**src/rtl/fp_pkg.sv**
```systemverilog
// fp_pkg: shared binary32 definitions for the calculator datapath.
// Holds the FSM state encoding used by mul_seq, the IEEE-754 constants and
// field widths. No ports.
// Optional feature macro used by consumers: MUL_ROUND_EN (round-to-nearest-even).
package fp_pkg;

  localparam int EXP_W  = 8;
  localparam int FRAC_W = 23;

  localparam int                 FP_BIAS    = 127;
  localparam logic [31:0]        FP_QNAN    = 32'h7FC0_0000;
  localparam logic [EXP_W-1:0]   FP_EXP_MAX = 8'hFF;

  typedef logic [1:0] state_t;

  localparam state_t ST_IDLE = 2'd0;
  localparam state_t ST_MUL  = 2'd1;
  localparam state_t ST_NORM = 2'd2;
  localparam state_t ST_DONE = 2'd3;

endpackage

```
**src/rtl/mul_seq_if.sv**
```systemverilog
// mul_seq_if: operand / result bundle of the sequential multiplier.
//   start      request, sampled by the multiplier only in IDLE
//   A, B       binary32 operands, captured on the accept edge
//   result     binary32 product, held until the next accepted start
//   overflow   exponent overflow flag
//   underflow  exponent underflow flag
//   enable     one-cycle done strobe
//   busy       multiplier not idle
// master: requester side; slave: multiplier side.
interface mul_seq_if;

  logic        start;
  logic [31:0] A;
  logic [31:0] B;
  logic [31:0] result;
  logic        overflow;
  logic        underflow;
  logic        enable;
  logic        busy;

  modport master (
    output start, A, B,
    input  result, overflow, underflow, enable, busy
  );

  modport slave (
    input  start, A, B,
    output result, overflow, underflow, enable, busy
  );

endinterface

```
**src/rtl/export_result_mul.sv**
```systemverilog
// export_result_mul: combinational special-operand override for the
// multiplier output stage.
//   a_i, b_i        latched binary32 operands
//   temp_result_i   normalised / flag-forced product
//   result_o        final product
//   special_o       high when an operand special case replaced the product;
//                   the caller uses it to clear overflow/underflow
module export_result_mul
  import fp_pkg::*;
(
  input  logic [31:0] a_i,
  input  logic [31:0] b_i,
  input  logic [31:0] temp_result_i,
  output logic [31:0] result_o,
  output logic        special_o
);

  logic sign;
  logic a_nan, b_nan, a_inf, b_inf, a_zero, b_zero;

  always_comb begin
    sign   = a_i[31] ^ b_i[31];
    a_nan  = (a_i[30:23] == FP_EXP_MAX) && (a_i[22:0] != '0);
    b_nan  = (b_i[30:23] == FP_EXP_MAX) && (b_i[22:0] != '0);
    a_inf  = (a_i[30:23] == FP_EXP_MAX) && (a_i[22:0] == '0);
    b_inf  = (b_i[30:23] == FP_EXP_MAX) && (b_i[22:0] == '0);
    // exponent 0 covers true zero and denormals, which are flushed
    a_zero = (a_i[30:23] == '0);
    b_zero = (b_i[30:23] == '0);

    result_o  = temp_result_i;
    special_o = 1'b1;
    if (a_nan || b_nan || (a_inf && b_zero) || (b_inf && a_zero)) begin
      result_o = FP_QNAN;
    end else if (a_inf || b_inf) begin
      result_o = {sign, FP_EXP_MAX, {FRAC_W{1'b0}}};
    end else if (a_zero || b_zero) begin
      result_o = {sign, {EXP_W{1'b0}}, {FRAC_W{1'b0}}};
    end else begin
      special_o = 1'b0;
    end
  end

endmodule

```
**src/rtl/mul_seq.sv**
```systemverilog
// mul_seq: sequential binary32 multiplier (radix-2 shift-add, 24 cycles,
// then one normalise/pack cycle). Fixed 26-clock latency from accept to
// the enable strobe.
//   CLK        rising-edge clock
//   RST        asynchronous active-low reset
//   bus        mul_seq_if slave: start, A, B in; result, overflow,
//              underflow, enable, busy out
// Build option: define MUL_ROUND_EN for round-to-nearest-even; otherwise
// the mantissa is truncated.
//
// state | meaning
// IDLE  | waiting for start; operands captured on accept
// MUL   | 24 shift-add iterations
// NORM  | normalise, exponent, special cases, register outputs
// DONE  | enable high for one cycle
module mul_seq
  import fp_pkg::*;
(
  input  logic        CLK,
  input  logic        RST,
  mul_seq_if.slave    bus
);

  localparam logic [9:0] BIAS10 = 10'(FP_BIAS);

  state_t      state_q, state_d;
  logic [31:0] a_q, a_d;
  logic [31:0] b_q, b_d;
  // Low half starts as the multiplier and is consumed from bit 0 while the
  // product bits shift in from above; the upper half is the accumulator.
  logic [47:0] p_q, p_d;
  logic [4:0]  cnt_q, cnt_d;
  logic [31:0] result_q, result_d;
  logic        ovf_q, ovf_d;
  logic        unf_q, unf_d;

  logic [24:0]        sum;
  logic [22:0]        frac_t, frac_n;
  logic [9:0]         e_raw;
  logic signed [9:0]  exp_n;
  logic               sign;
  logic [31:0]        temp_result, final_result;
  logic               ovf_n, unf_n, special;

  always_comb begin
    sign   = a_q[31] ^ b_q[31];
    frac_t = p_q[47] ? p_q[46:24] : p_q[45:23];
    e_raw  = ({2'b00, a_q[30:23]} + {2'b00, b_q[30:23]} + {9'd0, p_q[47]}) - BIAS10;
  end

`ifdef MUL_ROUND_EN
  logic        g_bit, r_bit, s_bit, rnd_up;
  logic [23:0] frac_rnd;

  always_comb begin
    g_bit    = p_q[47] ? p_q[23] : p_q[22];
    r_bit    = p_q[47] ? p_q[22] : p_q[21];
    s_bit    = p_q[47] ? (|p_q[21:0]) : (|p_q[20:0]);
    rnd_up   = g_bit & (r_bit | s_bit | frac_t[0]);
    frac_rnd = {1'b0, frac_t} + {23'd0, rnd_up};
    // carry-out leaves frac_rnd[22:0] at zero and bumps the exponent
    frac_n   = frac_rnd[22:0];
    exp_n    = $signed(e_raw + {9'd0, frac_rnd[23]});
  end
`else
  always_comb begin
    frac_n = frac_t;
    exp_n  = $signed(e_raw);
  end
`endif

  always_comb begin
    ovf_n = 1'b0;
    unf_n = 1'b0;
    temp_result = {sign, exp_n[7:0], frac_n};
    if (exp_n >= 10'sd255) begin
      ovf_n = 1'b1;
      temp_result = {sign, FP_EXP_MAX, {FRAC_W{1'b0}}};
    end else if (exp_n <= 10'sd0) begin
      unf_n = 1'b1;
      temp_result = {sign, {EXP_W{1'b0}}, {FRAC_W{1'b0}}};
    end
  end

  export_result_mul u_export (
    .a_i           (a_q),
    .b_i           (b_q),
    .temp_result_i (temp_result),
    .result_o      (final_result),
    .special_o     (special)
  );

  always_comb begin
    state_d  = state_q;
    a_d      = a_q;
    b_d      = b_q;
    p_d      = p_q;
    cnt_d    = cnt_q;
    result_d = result_q;
    ovf_d    = ovf_q;
    unf_d    = unf_q;
    sum      = {1'b0, p_q[47:24]} + {1'b0, 1'b1, a_q[22:0]};

    case (state_q)
      ST_IDLE: begin
        if (bus.start) begin
          state_d = ST_MUL;
          a_d     = bus.A;
          b_d     = bus.B;
          p_d     = {24'd0, 1'b1, bus.B[22:0]};
          cnt_d   = 5'd24;
        end
      end
      ST_MUL: begin
        if (p_q[0]) p_d = {sum, p_q[23:1]};
        else        p_d = {1'b0, p_q[47:1]};
        cnt_d = cnt_q - 5'd1;
        if (cnt_q == 5'd1) state_d = ST_NORM;
      end
      ST_NORM: begin
        result_d = final_result;
        ovf_d    = ovf_n & ~special;
        unf_d    = unf_n & ~special;
        state_d  = ST_DONE;
      end
      ST_DONE: begin
        state_d = ST_IDLE;
      end
      default: state_d = ST_IDLE;
    endcase
  end

  always_ff @(posedge CLK or negedge RST) begin
    if (!RST) begin
      state_q  <= ST_IDLE;
      a_q      <= '0;
      b_q      <= '0;
      p_q      <= '0;
      cnt_q    <= '0;
      result_q <= '0;
      ovf_q    <= 1'b0;
      unf_q    <= 1'b0;
    end else begin
      state_q  <= state_d;
      a_q      <= a_d;
      b_q      <= b_d;
      p_q      <= p_d;
      cnt_q    <= cnt_d;
      result_q <= result_d;
      ovf_q    <= ovf_d;
      unf_q    <= unf_d;
    end
  end

  assign bus.result    = result_q;
  assign bus.overflow  = ovf_q;
  assign bus.underflow = unf_q;
  assign bus.enable    = (state_q == ST_DONE);
  assign bus.busy      = (state_q != ST_IDLE);

endmodule

```
**src/flat_wrapper.sv**
```systemverilog
// flat-port wrapper written by rule: the top's interface ports become plain ports
module mul_seq_flat import fp_pkg::*;
  (CLK, RST, bus_start, bus_A, bus_B, bus_result, bus_overflow, bus_underflow, bus_enable, bus_busy);
  mul_seq_if bus_i ();
  input  logic CLK;
  input  logic RST;
  input wire logic [$bits(bus_i.start)-1:0] bus_start;
  input wire logic [$bits(bus_i.A)-1:0] bus_A;
  input wire logic [$bits(bus_i.B)-1:0] bus_B;
  output wire logic [$bits(bus_i.result)-1:0] bus_result;
  output wire logic [$bits(bus_i.overflow)-1:0] bus_overflow;
  output wire logic [$bits(bus_i.underflow)-1:0] bus_underflow;
  output wire logic [$bits(bus_i.enable)-1:0] bus_enable;
  output wire logic [$bits(bus_i.busy)-1:0] bus_busy;
  assign bus_i.start = bus_start;
  assign bus_i.A = bus_A;
  assign bus_i.B = bus_B;
  assign bus_result = bus_i.result;
  assign bus_overflow = bus_i.overflow;
  assign bus_underflow = bus_i.underflow;
  assign bus_enable = bus_i.enable;
  assign bus_busy = bus_i.busy;
  mul_seq u_core (.CLK(CLK), .RST(RST), .bus(bus_i));
endmodule
```
**config.mk**
```make
export PLATFORM = sky130hd
export DESIGN_NAME = mul_seq_flat
export DESIGN_NICKNAME = d
export VERILOG_FILES = /design/src/rtl/fp_pkg.sv /design/src/rtl/mul_seq_if.sv /design/src/rtl/export_result_mul.sv /design/src/rtl/mul_seq.sv /design/src/flat_wrapper.sv
export SDC_FILE = /design/constraint.sdc
export NUM_CORES = 1
export LEC_CHECK = 0
export CAP_MARGIN = 10
export CORE_ASPECT_RATIO = 1.2
export CORE_MARGIN = 5
export CORE_UTILIZATION = 59
export CTS_BUF_LIST = sky130_fd_sc_hd__clkbuf_8
export DETAILED_ROUTE_END_ITERATION = 7
export PLACE_DENSITY = 0.83
export SKIP_LAST_GASP = 1
export SYNTH_ARGS = -nofsm -noshare
export SYNTH_HDL_FRONTEND = slang
export SYNTH_HIERARCHICAL = 1
export SYNTH_SLANG_ARGS = --single-unit
export TNS_END_PERCENT = 100
```
**constraint.sdc**
```tcl
create_clock -name CLK -period 4.4 [get_ports CLK]
set_input_delay 1.1 -clock CLK [delete_from_list [all_inputs] [get_ports CLK]]
set_output_delay 1.1 -clock CLK [all_outputs]
set_load 0.02 [all_outputs]
```
==> results.tsv <==
metric	value	unit
run_status	finished, final reports clean	
routabilityCongestion	0.931	
synth_nets	1042	
worstPathMaxFanout	24	
ys_seq_elements	153	
synth_edf_count	0	
crit_end	u_core/bus.result[12]	
synth_warnings	6	
fin_cells	1232	
die_width	126	um
yosysTopAreaCell	dfrtp_1	
cts_hold_buf	0	
slew-limit-headroom	0.320	
io_buffers	102	
ys_seq_area_frac	0.400	
synth.distinct_cells	76	
pin_count	103	
p_leak	4.76	nW
cp-start-kind	flip-flop	
ant_nets	0	
grt_first_pass_wirelength	37200	um
placed_cell_area	10700	um^2
r2r_setup_slack	0.79	ns
htreeDepth	4	
fin_nets	1122	
setup_viol	0	
fin_crit_sh	0.821	
busiest_layer	met2	
initial_core_util	0.595	
drc	0	
synth.most_common_cell	dfrtp_1	
reg2reg_depth	15	
worstPathRequired	4.74	ns
slew_violations	0	
avgSynthCellArea	10.3	um^2
cts_buffer_depth	2	
reg2reg_to	u_core/bus.result[12]	
vias	7711	
track_usage	0.241	
fin_util	0.690	
reg2reg_from	u_core/a_q[23]	
end_kind	flip-flop	
synth_area_leaders	dfrtp_1, mux2_2, ha_1, o22ai_1, nand2_1	
grt_pass1_vias	7479	
ir_worst_vdd	368	uV
fin_total_pwr	9.67	mW
syn2layout_area_growth	15.9	%
root_buffer	clkbuf_8	
fin_crit	3.61	ns
routedWlPerCell	18.4	um
setup_slack	0.789	ns
netlist_area	9570	um^2
hold_class	reg2reg	
worst_pin_slew	1.02	ns
cts_tree	built	
cts.clk_slew.worst_paths	0.08	ns
cap_violations	0	
placedCellCount	1201	
fmax	277	MHz
worstSetupStartpoint	u_core/a_q[23]	
cp_slowest_cell	a2111oi_0	
hold_viol	0	
synth_top_area_frac	0.400	
met3_usage	0.0386	
antenna_found_initial	0	
routed_wl	22600	um
clock_skew	0.0152	ns
grt_overflow	0	
cp.arrival	3.95	ns
max_stage_delay	0.70	ns
dr.pass1.iters	5	
viasPerCell	6.26	
tns	0	ns
finalInstanceArea	11100	um^2
postCtsSetupBuffers	0	
grt_util_met1	0.322	
synth_common_cells	dfrtp_1, mux2_2, nand2_1	
fp.coreArea	16100	um^2
grt_setup_unrepaired	false	
critPathKind	reg2reg	
synth-async-reset-ratio	1.00	
power-per-cell-area	871	nW/um^2
drtIter0Drc	573	
layout-drive-gt1-share	0.208	
rows	51	
die_y	150	um
clock_latency	0.46	ns
holdWs	0.507	ns
dp_hpwl	16100	um
cts_num_sinks	153	
cts_resized	0	
n_antenna_cell	0	
synth_ff_type	dfrtp_1	
grtUsageMet2	0.400	
syn_inst	928	
place_ws	0.863	ns
dieArea	18900	um^2
crit_chain	inv_1 -> ha_1 -> inv_1 -> ha_1 -> inv_1 -> fa_1 -> nor2b_4 -> o211ai_1 -> a2111oi_0 -> nor2_2 -> buf_4 -> nand2_1 -> nor3b_1 -> and2_1 -> mux2_2	
cts_made_buffers	17	
grt_max_degree	110	
cp_common_cell	inv_1	
## critical path, delay by kind of cell (launching register included)
family	cells	cell delay (ns)
AND/OR/NAND/NOR	5	0.67
adder cells (fa/ha/maj)	3	0.92
multiplexers	1	0.25
flip-flops	1	0.39
buffers and inverters	4	0.46
AO/OA/AOI/OAI	2	0.80
## layout make-up
cell class	instances	area, um^2
multi-input combinational	690	5390
inverter	29	109
clock buffer	19	262
fill	1267	4980
timing repair buffer	117	1150
clock inverter	12	101
sequential	153	3830
tap	212	265
## cell usage in the layout (no fill, tap or decap), types with 4 or more instances in the layout
master	netlist	layout
nor2_1	26	25
nor3_1	20	20
nand4_1	9	9
o21a_1	5	5
clkdlybuf4s50_1	0	101
o21ai_0	39	39
a221oi_1	4	4
ha_1	45	45
and2_1	24	24
or4_4	4	4
nand2b_1	5	5
and3_1	9	9
o22ai_1	47	47
a21o_1	20	20
xnor2_1	14	14
inv_1	29	31
or2_2	6	6
a21oi_1	48	48
or4_1	4	4
o21bai_1	7	7
nand2_1	65	64
clkbuf_8	0	19
buf_4	0	14
dfrtp_1	153	153
mux2i_1	12	12
nor4_1	12	12
nor3b_1	24	24
a22oi_1	8	8
mux2_2	139	139
or3_1	4	4
nand3_1	14	14
xor2_1	7	7
## flip-flops by register name, summed over array words and instances (netlist names)
signal / count
u_core/cnt_q: 5
u_core/b_q: 32
u_core/state_q: 2
u_core/bus.result: 32
u_core/bus.underflow: 1
u_core/bus.overflow: 1
u_core/a_q: 32
u_core/p_q: 48
## where the power goes
| group | leakage, nW | internal, mW | switching (mW) | total, mW |
|---|---|---|---|---|
| logic | 2.72 | 2.86 | 3.11 | 5.97 |
| registers | 1.85 | 2.07 | 0.621 | 2.69 |
| clock network | 0.187 | 0.471 | 0.536 | 1.01 |
## worst min-delay path by stage
| stage | startpoint | to | slack, ns | depth (start not counted) |
|---|---|---|---|---|
| 6_report | u_core/bus.result[18] | u_core/bus.result[18] | 0.51 | 1 |
| 2_1_floorplan | u_core/cnt_q[1] | u_core/cnt_q[1] | 0.47 | 2 |
| 4_1_cts | u_core/bus.result[18] | u_core/bus.result[18] | 0.51 | 1 |
| 5_1_grt | u_core/bus.result[29] | u_core/bus.result[29] | 0.53 | 1 |
| 3_5_place_dp | u_core/bus.result[18] | u_core/bus.result[18] | 0.50 | 1 |
| 3_3_place_gp | u_core/b_q[2] | u_core/b_q[2] | 0.49 | 1 |
## logic make-up (layout without fill, tap and decap cells)
| kind of cell | after synthesis | count (layout) | share of synthesized area |
|---|---|---|---|
| buffers and inverters | 85 | 177 | 0.0386 |
| AO/OA/AOI/OAI | 230 | 230 | 0.164 |
| adder cells (fa/ha/maj) | 47 | 47 | 0.0630 |
| XOR/XNOR | 21 | 21 | 0.0192 |
| multiplexers | 151 | 151 | 0.176 |
| flip-flops | 153 | 153 | 0.400 |
| AND/OR/NAND/NOR | 241 | 241 | 0.139 |
## layer usage
layer,part of all wire,wire length (um),vias up
li1,-,-,3635
met1,0.43,9640,3779
met2,0.49,11100,250
met3,0.057,1290,47
met4,0.024,535,0
met5,0,0,-
(Power assumes the default switching activity.)
